==> src/rtl/dram_write_serializer.sv <==
// Write-path serializer: buffers 64-bit write words and emits them as per-cycle
// rise/fall byte pairs with a DQS preamble/data/postamble envelope and data mask.
module dram_write_serializer #(
   parameter int FIFO_DEPTH      = 4,
   parameter int PREAMBLE_CYCLES = 1
) (
   input  logic        clk,
   input  logic        rst,
   input  logic        cmd_valid,
   output logic        cmd_ready,
   input  logic [1:0]  cmd_size,
   input  logic [2:0]  cmd_len,
   input  logic        wr_valid,
   output logic        wr_ready,
   input  logic [63:0] wr_data,
   output logic        dq_oe,
   output logic [7:0]  dq_rise,
   output logic [7:0]  dq_fall,
   output logic        dm_rise,
   output logic        dm_fall,
   output logic        dqs_oe,
   output logic        dqs_rise,
   output logic        dqs_fall,
   output logic        busy,
   output logic        done,
   output logic        underrun
);
   localparam int          AW      = $clog2(FIFO_DEPTH);
   localparam logic [AW:0] LP_FULL = (AW+1)'(FIFO_DEPTH);
   localparam logic [1:0]  LP_PRE  = 2'(PREAMBLE_CYCLES);

   typedef enum logic [1:0] {S_IDLE, S_PRE, S_DATA, S_POST} state_t;

   state_t        r_state;
   logic [63:0]   r_mem [FIFO_DEPTH];
   logic [AW-1:0] r_wptr;
   logic [AW-1:0] r_rptr;
   logic [AW:0]   r_count;

   logic [1:0]    r_size;
   logic [2:0]    r_len;
   logic [2:0]    r_xfer;
   logic [1:0]    r_beat;
   logic [1:0]    r_pre_cnt;
   logic [63:0]   r_word;
   logic          r_xfer_masked;

   logic          r_dq_oe;
   logic [7:0]    r_dq_rise;
   logic [7:0]    r_dq_fall;
   logic          r_dm_rise;
   logic          r_dm_fall;
   logic          r_dqs_oe;
   logic          r_dqs_rise;
   logic          r_done;
   logic          r_underrun;

   logic          w_push;
   logic          w_pop;
   logic          w_empty;
   logic [63:0]   w_head;
   logic [1:0]    w_last_beat;
   logic          w_beat_last;
   logic          w_xfer_last;
   logic          w_pre_ok;
   logic          w_xfer_start;
   logic [63:0]   w_src_word;
   logic [1:0]    w_src_beat;
   logic          w_src_mask;
   logic [15:0]   w_beat_bytes;
   logic [7:0]    w_nx_rise;
   logic [7:0]    w_nx_fall;
   logic          w_nx_dm_rise;
   logic          w_nx_dm_fall;

   assign wr_ready  = (r_count != LP_FULL);
   assign cmd_ready = (r_state == S_IDLE);
   assign busy      = (r_state != S_IDLE);
   assign dq_oe     = r_dq_oe;
   assign dq_rise   = r_dq_rise;
   assign dq_fall   = r_dq_fall;
   assign dm_rise   = r_dm_rise;
   assign dm_fall   = r_dm_fall;
   assign dqs_oe    = r_dqs_oe;
   assign dqs_rise  = r_dqs_rise;
   assign dqs_fall  = 1'b0;
   assign done      = r_done;
   assign underrun  = r_underrun;

   assign w_push  = wr_valid && wr_ready;
   assign w_empty = (r_count == '0);
   assign w_head  = r_mem[r_rptr];

   always_comb begin
      case (r_size)
         2'b10:   w_last_beat = 2'd1;
         2'b11:   w_last_beat = 2'd3;
         default: w_last_beat = 2'd0;
      endcase
   end

   assign w_beat_last = (r_beat == w_last_beat);
   assign w_xfer_last = (r_xfer == r_len);
   assign w_pre_ok    = (r_pre_cnt >= LP_PRE);

   // A transfer consumes its word when its first beat is registered.
   assign w_pop = !w_empty && (((r_state == S_PRE) && w_pre_ok) ||
                               ((r_state == S_DATA) && w_beat_last && !w_xfer_last));

   assign w_xfer_start = (r_state == S_PRE) || w_beat_last;
   assign w_src_word   = w_xfer_start ? w_head : r_word;
   assign w_src_beat   = w_xfer_start ? 2'd0 : r_beat + 2'd1;
   assign w_src_mask   = w_xfer_start ? w_empty : r_xfer_masked;

   always_comb begin
      case (w_src_beat)
         2'd1:    w_beat_bytes = w_src_word[31:16];
         2'd2:    w_beat_bytes = w_src_word[47:32];
         2'd3:    w_beat_bytes = w_src_word[63:48];
         default: w_beat_bytes = w_src_word[15:0];
      endcase
      w_nx_rise    = w_beat_bytes[7:0];
      w_nx_fall    = w_beat_bytes[15:8];
      w_nx_dm_rise = 1'b0;
      w_nx_dm_fall = 1'b0;
      if (w_src_mask) begin
         w_nx_rise    = 8'h00;
         w_nx_fall    = 8'h00;
         w_nx_dm_rise = 1'b1;
         w_nx_dm_fall = 1'b1;
      end else if (r_size == 2'b00) begin
         w_nx_fall    = 8'h00;
         w_nx_dm_fall = 1'b1;
      end
   end

   always_ff @(posedge clk) begin
      if (w_push) r_mem[r_wptr] <= wr_data;
   end

   always_ff @(posedge clk or posedge rst) begin
      if (rst) begin
         r_wptr  <= '0;
         r_rptr  <= '0;
         r_count <= '0;
      end else begin
         if (w_push) r_wptr <= r_wptr + 1'b1;
         if (w_pop)  r_rptr <= r_rptr + 1'b1;
         case ({w_push, w_pop})
            2'b10:   r_count <= r_count + 1'b1;
            2'b01:   r_count <= r_count - 1'b1;
            default: r_count <= r_count;
         endcase
      end
   end

   always_ff @(posedge clk or posedge rst) begin
      if (rst) begin
         r_state       <= S_IDLE;
         r_size        <= 2'b00;
         r_len         <= 3'd0;
         r_xfer        <= 3'd0;
         r_beat        <= 2'd0;
         r_pre_cnt     <= 2'd0;
         r_word        <= 64'd0;
         r_xfer_masked <= 1'b0;
         r_dq_oe       <= 1'b0;
         r_dq_rise     <= 8'h00;
         r_dq_fall     <= 8'h00;
         r_dm_rise     <= 1'b0;
         r_dm_fall     <= 1'b0;
         r_dqs_oe      <= 1'b0;
         r_dqs_rise    <= 1'b0;
         r_done        <= 1'b0;
         r_underrun    <= 1'b0;
      end else begin
         r_done <= 1'b0;
         case (r_state)
            S_IDLE: begin
               if (cmd_valid) begin
                  r_state   <= S_PRE;
                  r_size    <= cmd_size;
                  r_len     <= cmd_len;
                  r_xfer    <= 3'd0;
                  r_beat    <= 2'd0;
                  r_pre_cnt <= 2'd1;
                  r_dqs_oe  <= 1'b1;
               end
            end
            S_PRE: begin
               // Preamble runs its minimum length, then waits for the first word.
               if (w_pre_ok && !w_empty) begin
                  r_state       <= S_DATA;
                  r_word        <= w_head;
                  r_xfer_masked <= 1'b0;
                  r_beat        <= 2'd0;
                  r_dq_oe       <= 1'b1;
                  r_dqs_rise    <= 1'b1;
                  r_dq_rise     <= w_nx_rise;
                  r_dq_fall     <= w_nx_fall;
                  r_dm_rise     <= w_nx_dm_rise;
                  r_dm_fall     <= w_nx_dm_fall;
               end else if (!w_pre_ok) begin
                  r_pre_cnt <= r_pre_cnt + 2'd1;
               end
            end
            S_DATA: begin
               if (w_beat_last && w_xfer_last) begin
                  r_state    <= S_POST;
                  r_dq_oe    <= 1'b0;
                  r_dqs_rise <= 1'b0;
                  r_dq_rise  <= 8'h00;
                  r_dq_fall  <= 8'h00;
                  r_dm_rise  <= 1'b0;
                  r_dm_fall  <= 1'b0;
                  r_done     <= 1'b1;
               end else begin
                  r_dq_rise <= w_nx_rise;
                  r_dq_fall <= w_nx_fall;
                  r_dm_rise <= w_nx_dm_rise;
                  r_dm_fall <= w_nx_dm_fall;
                  if (w_beat_last) begin
                     // An empty FIFO here becomes a masked transfer; timing never stalls.
                     r_xfer        <= r_xfer + 3'd1;
                     r_beat        <= 2'd0;
                     r_word        <= w_head;
                     r_xfer_masked <= w_empty;
                     if (w_empty) r_underrun <= 1'b1;
                  end else begin
                     r_beat <= r_beat + 2'd1;
                  end
               end
            end
            S_POST: begin
               r_state  <= S_IDLE;
               r_dqs_oe <= 1'b0;
            end
            default: r_state <= S_IDLE;
         endcase
      end
   end
endmodule

==> config.mk <==
export PLATFORM = sky130hd
export DESIGN_NAME = dram_write_serializer
export DESIGN_NICKNAME = d
export VERILOG_FILES = /design/src/rtl/dram_write_serializer.sv
export SDC_FILE = /design/constraint.sdc
export NUM_CORES = 1
export LEC_CHECK = 0
export CAP_MARGIN = 20
export CORE_MARGIN = 10
export CORE_UTILIZATION = 30
export DETAILED_ROUTE_END_ITERATION = 7
export GPL_TIMING_DRIVEN = 0
export PLACE_DENSITY = 0.47
export SLEW_MARGIN = 20
export SYNTH_ARGS = -nofsm -noshare
export SYNTH_HDL_FRONTEND = slang
export SYNTH_SLANG_ARGS = --single-unit
==> constraint.sdc <==
create_clock -name clk -period 4.6 [get_ports clk]
set_input_delay 0.92 -clock clk [delete_from_list [all_inputs] [get_ports clk]]
set_output_delay 0.92 -clock clk [all_outputs]
set_load 0.005 [all_outputs]
After elaboration in Yosys (flattened, before gate mapping)

Memory sizes are Yosys's and may differ from the RTL's.
Index checks and enable logic that the tools add are counted.

Input bits: 73
Bits in writable memories: 256
Register bits: 108
Memories kept: 1
Output and inout bits: 27

Memory list:

| memory | depth | bits a word | rd ports | clocked after memory_dff | write ports | line | text |
|---|---|---|---|---|---|---|---|
| r_mem  | 4     | 64          | 1        | 0                        | 1           | 35   | `logic [63:0] r_mem [FIFO_DEPTH];` |

Eq/ne operators: 20
Add/subtract/negate cells: 7
Reduce and logical (&&, ||, !) cells: 31
Multiplexer cells: 57
Bitwise gates (word level): 1
$lt $le $gt $ge: 1

Operators with widths:

| operator              | number |
|---|---|
| $mux W64              | 4 |
| $pmux W64 S2          | 1 |
| $mux W8               | 7 |
| $pmux W16 S3          | 1 |
| $pmux W8 S2           | 2 |
| $mux W2               | 10 |
| $reduce_and A4 Y1     | 5 |
| $mux W1               | 18 |
| $eq A2 B2 Y1 const B  | 7 |
| $pmux W3 S2           | 2 |
| $reduce_bool A2 Y1    | 6 |
| $ne A2 B2 Y1 const B  | 5 |
| $pmux W1 S2           | 5 |
| $mux W3               | 3 |
| $add A2 B1 Y2 const B | 4 |
| $pmux W2 S2           | 2 |
| $pmux W2 S4           | 1 |
| $logic_and A1 B1 Y1   | 7 |
| $add A3 B1 Y3 const B | 2 |
| $eq A2 B1 Y1 const B  | 3 |
| $pmux W2 S3           | 1 |
| $reduce_and A2 Y1     | 3 |
| $reduce_and A3 Y1     | 2 |
| $logic_not A2 Y1      | 2 |
| other kinds (11)      | 14 |

Logic depth before layout (Yosys ltp)

Gate-level depths: netlist of the first run.

Depth after elaboration: 11
Mapped depth: 12

Worst setup path before layout of the first run

Ideal clock, no wire load.

Kind: input to register
From: in wr_valid
To: mem r_mem[0][0], enable pin
Stages on the path: 1
Data arrival time: 2.475 ns
Setup time: 0.429 ns
Path buffers: 0
Setup slack: 1.696 ns
Required time: 4.171 ns
Cell sequence: and3_1

Word-level cells in the longest chain between the ends: 3

Ends and longest elaborated chain:

| element                       | line | text |
|---|---|---|
| start, declared               | 13   | `input logic wr_valid,` |
| $logic_and A1 B1 Y1           | 90   | `assign w_push = wr_valid && wr_ready;` |
| $mux W1                       | 138  | `if (w_push) r_mem[r_wptr] <= wr_data;` |
| $mux W1 (implied by the code) | 138  |  |
| end, declared                 | 35   |  |

No other way between the ends.

Worst setup path in the final report of the first run

From: reg r_state[1]
To: reg r_count[2]

Word-level cells in the longest chain between the ends: 7
Elaborated cells on any way between the ends: 11
Those cells by class: eq/ne: 4; mux: 1; reduce/logical: 6

Ends and longest elaborated chain:

| element                                                  | line | text |
|---|---|---|
| start, declared                                          | 34   | `state_t r_state;` |
| start signal, assigned                                   | 159  | `r_state <= S_IDLE;` |
| start signal, assigned                                   | 181  | `r_state <= S_PRE;` |
| start signal, assigned                                   | 193  | `r_state <= S_DATA;` |
| $eq A2 B2 Y1                                             | 108  | `((r_state == S_DATA) && w_beat_last && !w_xfer_last));` |
| $logic_and A1 B1 Y1 (2 in series)                        | 108  |  |
| $logic_or A1 B1 Y1 *                                     | 107  | `assign w_pop = !w_empty && (((r_state == S_PRE) && w_pre_ok) \|\|` |
| $logic_and A1 B1 Y1 *                                    | 107  |  |
| net w_pop                                                | 59   | `logic w_pop;` |
| $eq A2 B1 Y1 / $eq A2 B2 Y1 (equally long branches)      | 149  | `case ({w_push, w_pop})` |
| $pmux W3 S2 / $reduce_bool A2 Y1 (equally long branches) | -    |  |
| end signal, assigned                                     | 150  | `2'b10: r_count <= r_count + 1'b1;` |
| end signal, assigned                                     | 151  | `2'b01: r_count <= r_count - 1'b1;` |
| end signal, assigned                                     | 152  | `default: r_count <= r_count;` |
| end, declared                                            | 38   | `logic [AW:0] r_count;` |

Mark *: on every way through the listed nets, which the timed path passes. The rest lies on a longest branch.
A chain may end at the register's enable or synchronous reset.

==> impl_summary.txt, run 1 <==
----------------------------------------------------
[Run status]
  Status ... completed

[Drt]
  Final wirelength ... 34800 um
  DR WL/cell ... 22.9 um
  Number of vias in the routed layout ... 7134
  Routed vias/inst ... 4.70
  First-pass iteration count of the detailed router ... 4
  Number of nets with antenna violations after detailed routing ... 0
  DRC viols ... 0
  DRC violation total after the first TritonRoute iteration ... 482

[Timing]
  Worst hold slack ... 477 ps
  Slew at the pin closest to its max-slew limit ... 972 ps
  Final worst path period share ... 0.644
  Worst-case headroom to the max-slew limit ... 0.352
  Setup_tns ... 0 ps
  RSZ-0062 raised after global routing ... no
  Least setup slack across all paths after layout ... 1640 ps
  Setup Viol. Count Final ... 0
  Achievable clock frequency ... 338 MHz
  Number of hold violations in the final report ... 0
  Min Tclk post-route ... 2960 ps
  Setup clock skew after layout ... 13.9 ps
  Count of pins over their slew limit ... 0

[Global routing]
  Number of global-route vias before repair ... 7787
  GRT Util Overall ... 0.124
  Total gr overflow ... 0
  Number of antenna violations at the first check in global routing ... 2
  Global-route wire length before repair ... 52800 um
  Maximum number of pins on one net before global-route repair ... 71

[Pwr]
  Pwr per Cell Area ... 714 nW/um^2
  LEAKAGE ... 6.13 nW
  Worst vdd rail ir drop ... 0.231 mV

[CTS]
  TritonCTS clock tree ... yes
  Clk Tree Root Cell ... clkbuf_16
  Clock latency on the worst-skew pair ... 560 ps
  Longest Clk Path Bufs ... 3
  Sinks on Clock Net ... 364
  Clock-pin slew of the registers on the worst-case setup and hold paths ... 60 ps
  Cts hold-fix bufs ... 0
  Num CTS Buffers ... 41
  Max H-tree Level ... 2
  Buffers inserted by post-CTS timing repair ... 0
  Number of instances resized during post-cts repair ... 0

[Yosys]
  Number of flip-flops and latches in the synthesized netlist ... 364
  Share of flip-flops with an asynchronous set or reset ... 0.297
  Distinct cells, synth ... 45
  Count of mapped cells out of synthesis ... 724
  Syn nets ... 809
  Synthesized cell area ... 14400 sq um
  Sequential share of the synthesized area ... 0.722
  Yosys warning count ... 0
  Number of flops mapped to enable cells by yosys ... 256
  Primary FF master, synth ... edfxtp_1
  Synthesized area per cell ... 19.9 sq um

[Die]
  Starting Density ... 0.303
  Die Y-Extent ... 239 um
  Number of rows in the core area ... 80
  Die boundary width ... 239 um
  Std-Cell Core Area ... 47500 sq um
  Top-level I/O count ... 100
  Die Outline Area ... 57200 sq um

[Critical path]
  Data required time at the worst endpoint ... 5080 ps
  Worst Reg-to-Reg Cells ... 12
  Critical path start-end classification ... reg2reg
  Startpoint of the most critical register-to-register path ... r_state[1]
  Reg2Reg Capture Point ... r_count[2]
  Critical Path, Cell by Cell ... inv_1 > ha_1 > clkbuf_1 > nor2b_1 > a31oi_1 > nor2_1 > ha_1 > inv_1 > fa_1 > xor2_1 > nor2_1 > xor2_1
  Slack of the worst reg-to-reg path ... 1640 ps
  Crit-path slowest cell ... dfrtp_1
  Maximum fanout along the worst path ... 10
  Crit start category ... register
  Delay of the slowest cell on the worst path ... 410 ps
  CP endpoint kind ... register
  Critical Path AT ... 3440 ps

[Final layout]
  Number of standard cells in the layout, taps in and fillers out ... 1517
  Final nets ... 956
  Layout cells sized above 1 ... 0.271
  Antenna cell count ... 0
  Layout area overhead ... 22.3%

[Placement]
  Number of placed instances with taps included ... 1443
  Number of input and output port buffers inserted ... 98
  Final weighted congestion of routability-driven global placement ... 0.754
  Worst setup slack before clock tree synthesis ... 1650 ps
  HPWL Detailed ... 23400 um

[Min path]
  Hold path start ... dqs_oe
  Type of the worst min-delay path ... reg2reg
  Hold Path End ... dqs_oe
  Number of cells traversed by the worst hold path ... 2

[Job]
  Max capacitance violation total ... 0

----------------------------------------------------
-- area by class of cell --
type | count | area [sq um]
plain buffers | 36 | 215
clock buffers | 54 | 1130
clock inverters | 20 | 151
fillers | 4390 | 29900
inverters | 13 | 53.8
multi-input cells | 311 | 3770
flip-flops and latches | 364 | 10400
well taps | 615 | 769
repair buffers | 104 | 1140
-- Yosys cell counts, types with 7 or more instances --
library cell | instances | area [sq um]
edfxtp_1 | 256 | 7690
dfrtp_1 | 108 | 2700
mux4_2 | 80 | 1800
mux2_2 | 71 | 800
nand2_1 | 21 | 78.8
clkbuf_1 | 14 | 52.6
nor2_1 | 14 | 52.6
o21ai_0 | 14 | 70.1
inv_1 | 13 | 48.8
ha_1 | 11 | 138
mux2i_1 | 11 | 110
a22o_1 | 10 | 87.6
o31ai_1 | 10 | 75.1
mux2_1 | 8 | 90.1
buf_6 | 7 | 78.8
-- worst max-delay path, delay by kind of cell, from the launching register on --
family | cells | cell delay [ps]
AO/OA/AOI/OAI | 1 | 90
XOR/XNOR | 2 | 300
adder cells (fa/ha/maj) | 3 | 840
buffers and inverters | 3 | 560
flip-flops | 1 | 410
AND/OR/NAND/NOR | 3 | 680
-- metal layers --
metal	part of all wire	up-vias	track usage
met5	0.00078	-	0
met4	0.021	4	0.0411
met3	0.037	51	0.0248
met2	0.49	123	0.206
met1	0.45	3765	0.161
li1	-	3191	-
-- cell families (layout without fill, tap and decap cells) --
group           Yosys count  in the layout  synth area share
flops                   364            364             0.722
other cells               1              1          0.000260
xor+xnor                  9              9           0.00547
fa+ha+maj                12             12            0.0109
compound gates           54             54            0.0264
simple gates             65             65            0.0225
mux                     170            170             0.195
buf+inv                  49            227            0.0182
-- sequential cells by signal, indices dropped and copies added (netlist names), 2 cells and up --
name,flops
dq_rise,8
r_rptr,2
r_pre_cnt,2
r_xfer,3
r_state,2
r_len,3
r_count,3
r_mem,256
r_size,2
r_wptr,2
r_beat,2
dq_fall,8
r_word,64
-- cells in the final DEF (no fill, tap or decap), types with 10 or more instances in the layout --
master / n
edfxtp_1: 256
dfrtp_1: 108
clkdlybuf4s50_1: 98
mux4_2: 80
mux2_2: 71
clkbuf_16: 43
clkbuf_1: 24
nand2_1: 21
nor2_1: 14
o21ai_0: 14
inv_1: 12
mux2i_1: 11
ha_1: 11
a22o_1: 10
o31ai_1: 10
-- how the worst max path moves through the flow --
| stage | startpoint | end | slack (ps) | depth (start not counted) |
|---|---|---|---|---|
| 6_report | r_state[1] | r_count[2] | 1640 | 12 |
| 5_1_grt | r_state[1] | r_count[2] | 1370 | 12 |
| 4_1_cts | r_state[1] | r_count[2] | 1620 | 12 |
| 3_5_place_dp | r_state[1] | r_count[2] | 1650 | 12 |
| 3_3_place_gp | rst | r_word[38] | -1260 | 2 |
| 2_1_floorplan | rst | dm_fall | 830 | 1 |
-- report_power, final --
group          internal, mW  switching [mW]  total [mW]
sequential             4.51           0.424        4.94
combinational          2.22            2.29        4.51
clock                  1.83            1.30        3.13
-- per-stage QoR --
stage / utilization / total power, mW / cell area [sq um]
finish: 0.370 / 12.6 / 17600
global route: 0.370 / 13.3 / 17600
CTS: 0.370 / 12.8 / 17600
detailed placement: 0.344 / 9.64 / 16300
global placement: 0.340 / 9.56 / 16100
floorplan: - / 7.98 / 14400
(Power assumes the default switching activity.)
==> run 2, diff against run 1 <==
==> constraint.sdc (replaced) <==
create_clock -name clk -period 3.1 [get_ports clk]
set_input_delay 0.62 -clock clk [delete_from_list [all_inputs] [get_ports clk]]
set_output_delay 0.62 -clock clk [all_outputs]
set_load 0.005 [all_outputs]
==> impl_summary.txt, run 2 (synthesis gave the netlist of run 1 again) <==
----------------------------------------------------
[Run status]
  Status ... completed

[Min path]
  Hold Path End ... dqs_oe
  Number of cells traversed by the worst hold path ... 2 (unchanged)
  Hold path start ... dqs_oe
  Type of the worst min-delay path ... reg2reg

[Placement]
  Area after DPL ... 16400 sq um (+0.14%)
  HPWL Detailed ... 23400 um (+0.13%)
  Final weighted congestion of routability-driven global placement ... 0.746 (-0.97%)
  Number of input and output port buffers inserted ... 98 (unchanged)

[Die]
  Die Outline Area ... 57200 sq um (unchanged)
  Die boundary width ... 239 um (unchanged)
  Top-level I/O count ... 100 (unchanged)
  Die Y-Extent ... 239 um (unchanged)
  Std-Cell Core Area ... 47500 sq um (unchanged)
  Number of rows in the core area ... 80 (unchanged)
  Starting Density ... 0.303 (unchanged)

[Pwr]
  Sw power ... 5.92 mW (+48%)
  Fraction of power consumed by sequential logic ... 0.390 (-0.002)
  Combinational cell fraction of total power ... 0.358 (about the same)
  Internal power ... 12.8 mW (+50%)
  Pwr per Cell Area ... 1060 nW/um^2 (+49%)
  Worst vdd rail ir drop ... 0.372 mV (+61%)
  LEAKAGE ... 6.16 nW (+0.55%)
  Switching share of power ... 0.316 (-0.00286)
  Clock network fraction of total power ... 0.252 (+0.003)

[Timing]
  Slew at the pin closest to its max-slew limit ... 1090 ps (+115 ps)
  Setup Viol. Count Final ... 0 (unchanged)
  RSZ-0062 raised after global routing ... no
  Setup clock skew after layout ... 10.8 ps (-3.19 ps)
  Setup_tns ... 0 ps (unchanged)
  Number of hold violations in the final report ... 0 (unchanged)
  Final worst path period share ... 0.885 (+0.241)
  Achievable clock frequency ... 364 MHz (+7.9%)
  Min Tclk post-route ... 2740 ps (-217 ps)
  Count of pins over their slew limit ... 0 (unchanged)
  Worst-case headroom to the max-slew limit ... 0.276 (-0.0766)

[Final layout]
  Post-route design area ... 17700 sq um (+0.35%)
  Layout area overhead ... 22.8%
  Antenna cell count ... 0 (unchanged)
  Most common cell after layout, fill and taps aside ... edfxtp_1
  Register with the highest flop count ... r_mem
  Layout cells sized above 1 ... 0.273 (+0.00212)
  Number of flip-flops in the largest register ... 256 (unchanged)
  Top library cells by usage in the layout, fill and taps aside ... edfxtp_1 (256), dfrtp_1 (108), clkdlybuf4s50_1 (98)
  Registers with the most flip-flops ... r_mem x256, r_word x64
  Final nets ... 958 (+0.21%)

[Critical path]
  Reg2Reg Capture Point ... r_count[2]
  Maximum fanout along the worst path ... 10 (unchanged)
  CP endpoint kind ... register
  Worst Reg-to-Reg Cells ... 12 (unchanged)
  Critical path start-end classification ... reg2reg
  Data required time at the worst endpoint ... 3570 ps (-1510 ps)
  Critical Path AT ... 3210 ps (-230 ps)
  Slack of the worst reg-to-reg path ... 360 ps (-1280 ps)
  Startpoint of the most critical register-to-register path ... r_state[1]
  Crit start category ... register

[CTS]
  Sinks on Clock Net ... 364 (unchanged)
  Clk Tree Root Cell ... clkbuf_16
  Clock-pin slew of the registers on the worst-case setup and hold paths ... 60 ps (about the same)
  Clock latency on the worst-skew pair ... 550 ps (about the same)
  Longest Clk Path Bufs ... 3 (unchanged)
  Cts hold-fix bufs ... 0 (unchanged)
  Num CTS Buffers ... 41 (unchanged)
  TritonCTS clock tree ... yes
  Max H-tree Level ... 2 (unchanged)

[Drt]
  Final wirelength ... 34600 um (-0.49%)
  Number of nets with antenna violations after detailed routing ... 0 (unchanged)
  DR WL/cell ... 22.7 um (-0.75%)
  DRC violation total after the first TritonRoute iteration ... 457 (-5.2%)
  DRC viols ... 0 (unchanged)
  First-pass iteration count of the detailed router ... 4 (unchanged)
  Routed vias/inst ... 4.70 (about the same)
  Number of vias in the routed layout ... 7149 (+0.21%)

[Global routing]
  GRT Util Overall ... 0.123 (-0.00183)
  Maximum number of pins on one net before global-route repair ... 42 (-41%)
  Number of antenna violations at the first check in global routing ... 2 (unchanged)
  Total gr overflow ... 0 (unchanged)
  Number of global-route vias before repair ... 7623 (-2.1%)
  Global-route wire length before repair ... 51700 um (-2.2%)

[Job]
  Max capacitance violation total ... 0 (unchanged)

----------------------------------------------------
-- run 2: routing by layer --
layer,vias up,global-route usage,share of wire
li1,3200,-,-
met1,3754,0.160,0.44
met5,-,0,0.00064
met3,53,0.0259,0.046
met4,4,0.0392,0.020
met2,138,0.201,0.49
-- run 2: layout make-up --
cell class	count	area, sq um
fill	4370	29900
inverter	13	52.6
tap	615	769
buffer	36	215
sequential	364	10400
clock buffer	59	1190
multi-input combinational	311	3770
timing repair buffer	106	1160
clock inverter	17	131
-- run 2: timing repair --
action,in CTS,in global routing
setup buffers,0,0
gates resized for setup,0,2
setup endpoints to repair,0,1
-- run 2: worst max-delay path, cell delays in order (launching register included) --
cell      delay [ps]
dfrtp_1          410
inv_1             90
ha_1             210
clkbuf_2         260
nor2b_1          240
a31oi_1           90
nor2_1           280
ha_1             240
inv_1             60
fa_1             370
xor2_1           150
nor2_1           110
xor2_1           160
-- run 2: power groups by stage --
stage               Clock, mW  Sequential, mW  Combinational, mW
floorplan                   0            7.18               4.66
detailed placement          0            7.43               6.90
finish                   4.72            7.31               6.72
global route             5.07            7.44               7.34
CTS                      4.87            7.34               6.92
global placement            0            7.51               6.73
-- run 2: how the worst max path moves through the flow --
stage	from	cells after the start	slack, ps	to
after floorplan	wr_valid	1	500	r_mem[0][0]
after global placement	wr_valid	2	-1680	r_mem[1][39]
after detailed placement	r_state[1]	12	190	r_count[2]
after CTS	r_state[1]	12	140	r_count[2]
after global routing	r_beat[1]	11	60	r_count[2]
final	r_state[1]	12	360	r_count[2]
-- run 2: through the flow --
stage	total power, mW	setup slack, ps	instances	utilization	hold WS [ps]
final	18.8	355	1521	0.372	480
after global routing	19.9	57.4	1521	0.372	511
after CTS	19.1	145	1521	0.372	487
after detailed placement	14.3	186	1445	0.344	475
after global placement	14.2	-1680	1437	0.340	463
after floorplan	11.8	496	724	-	452
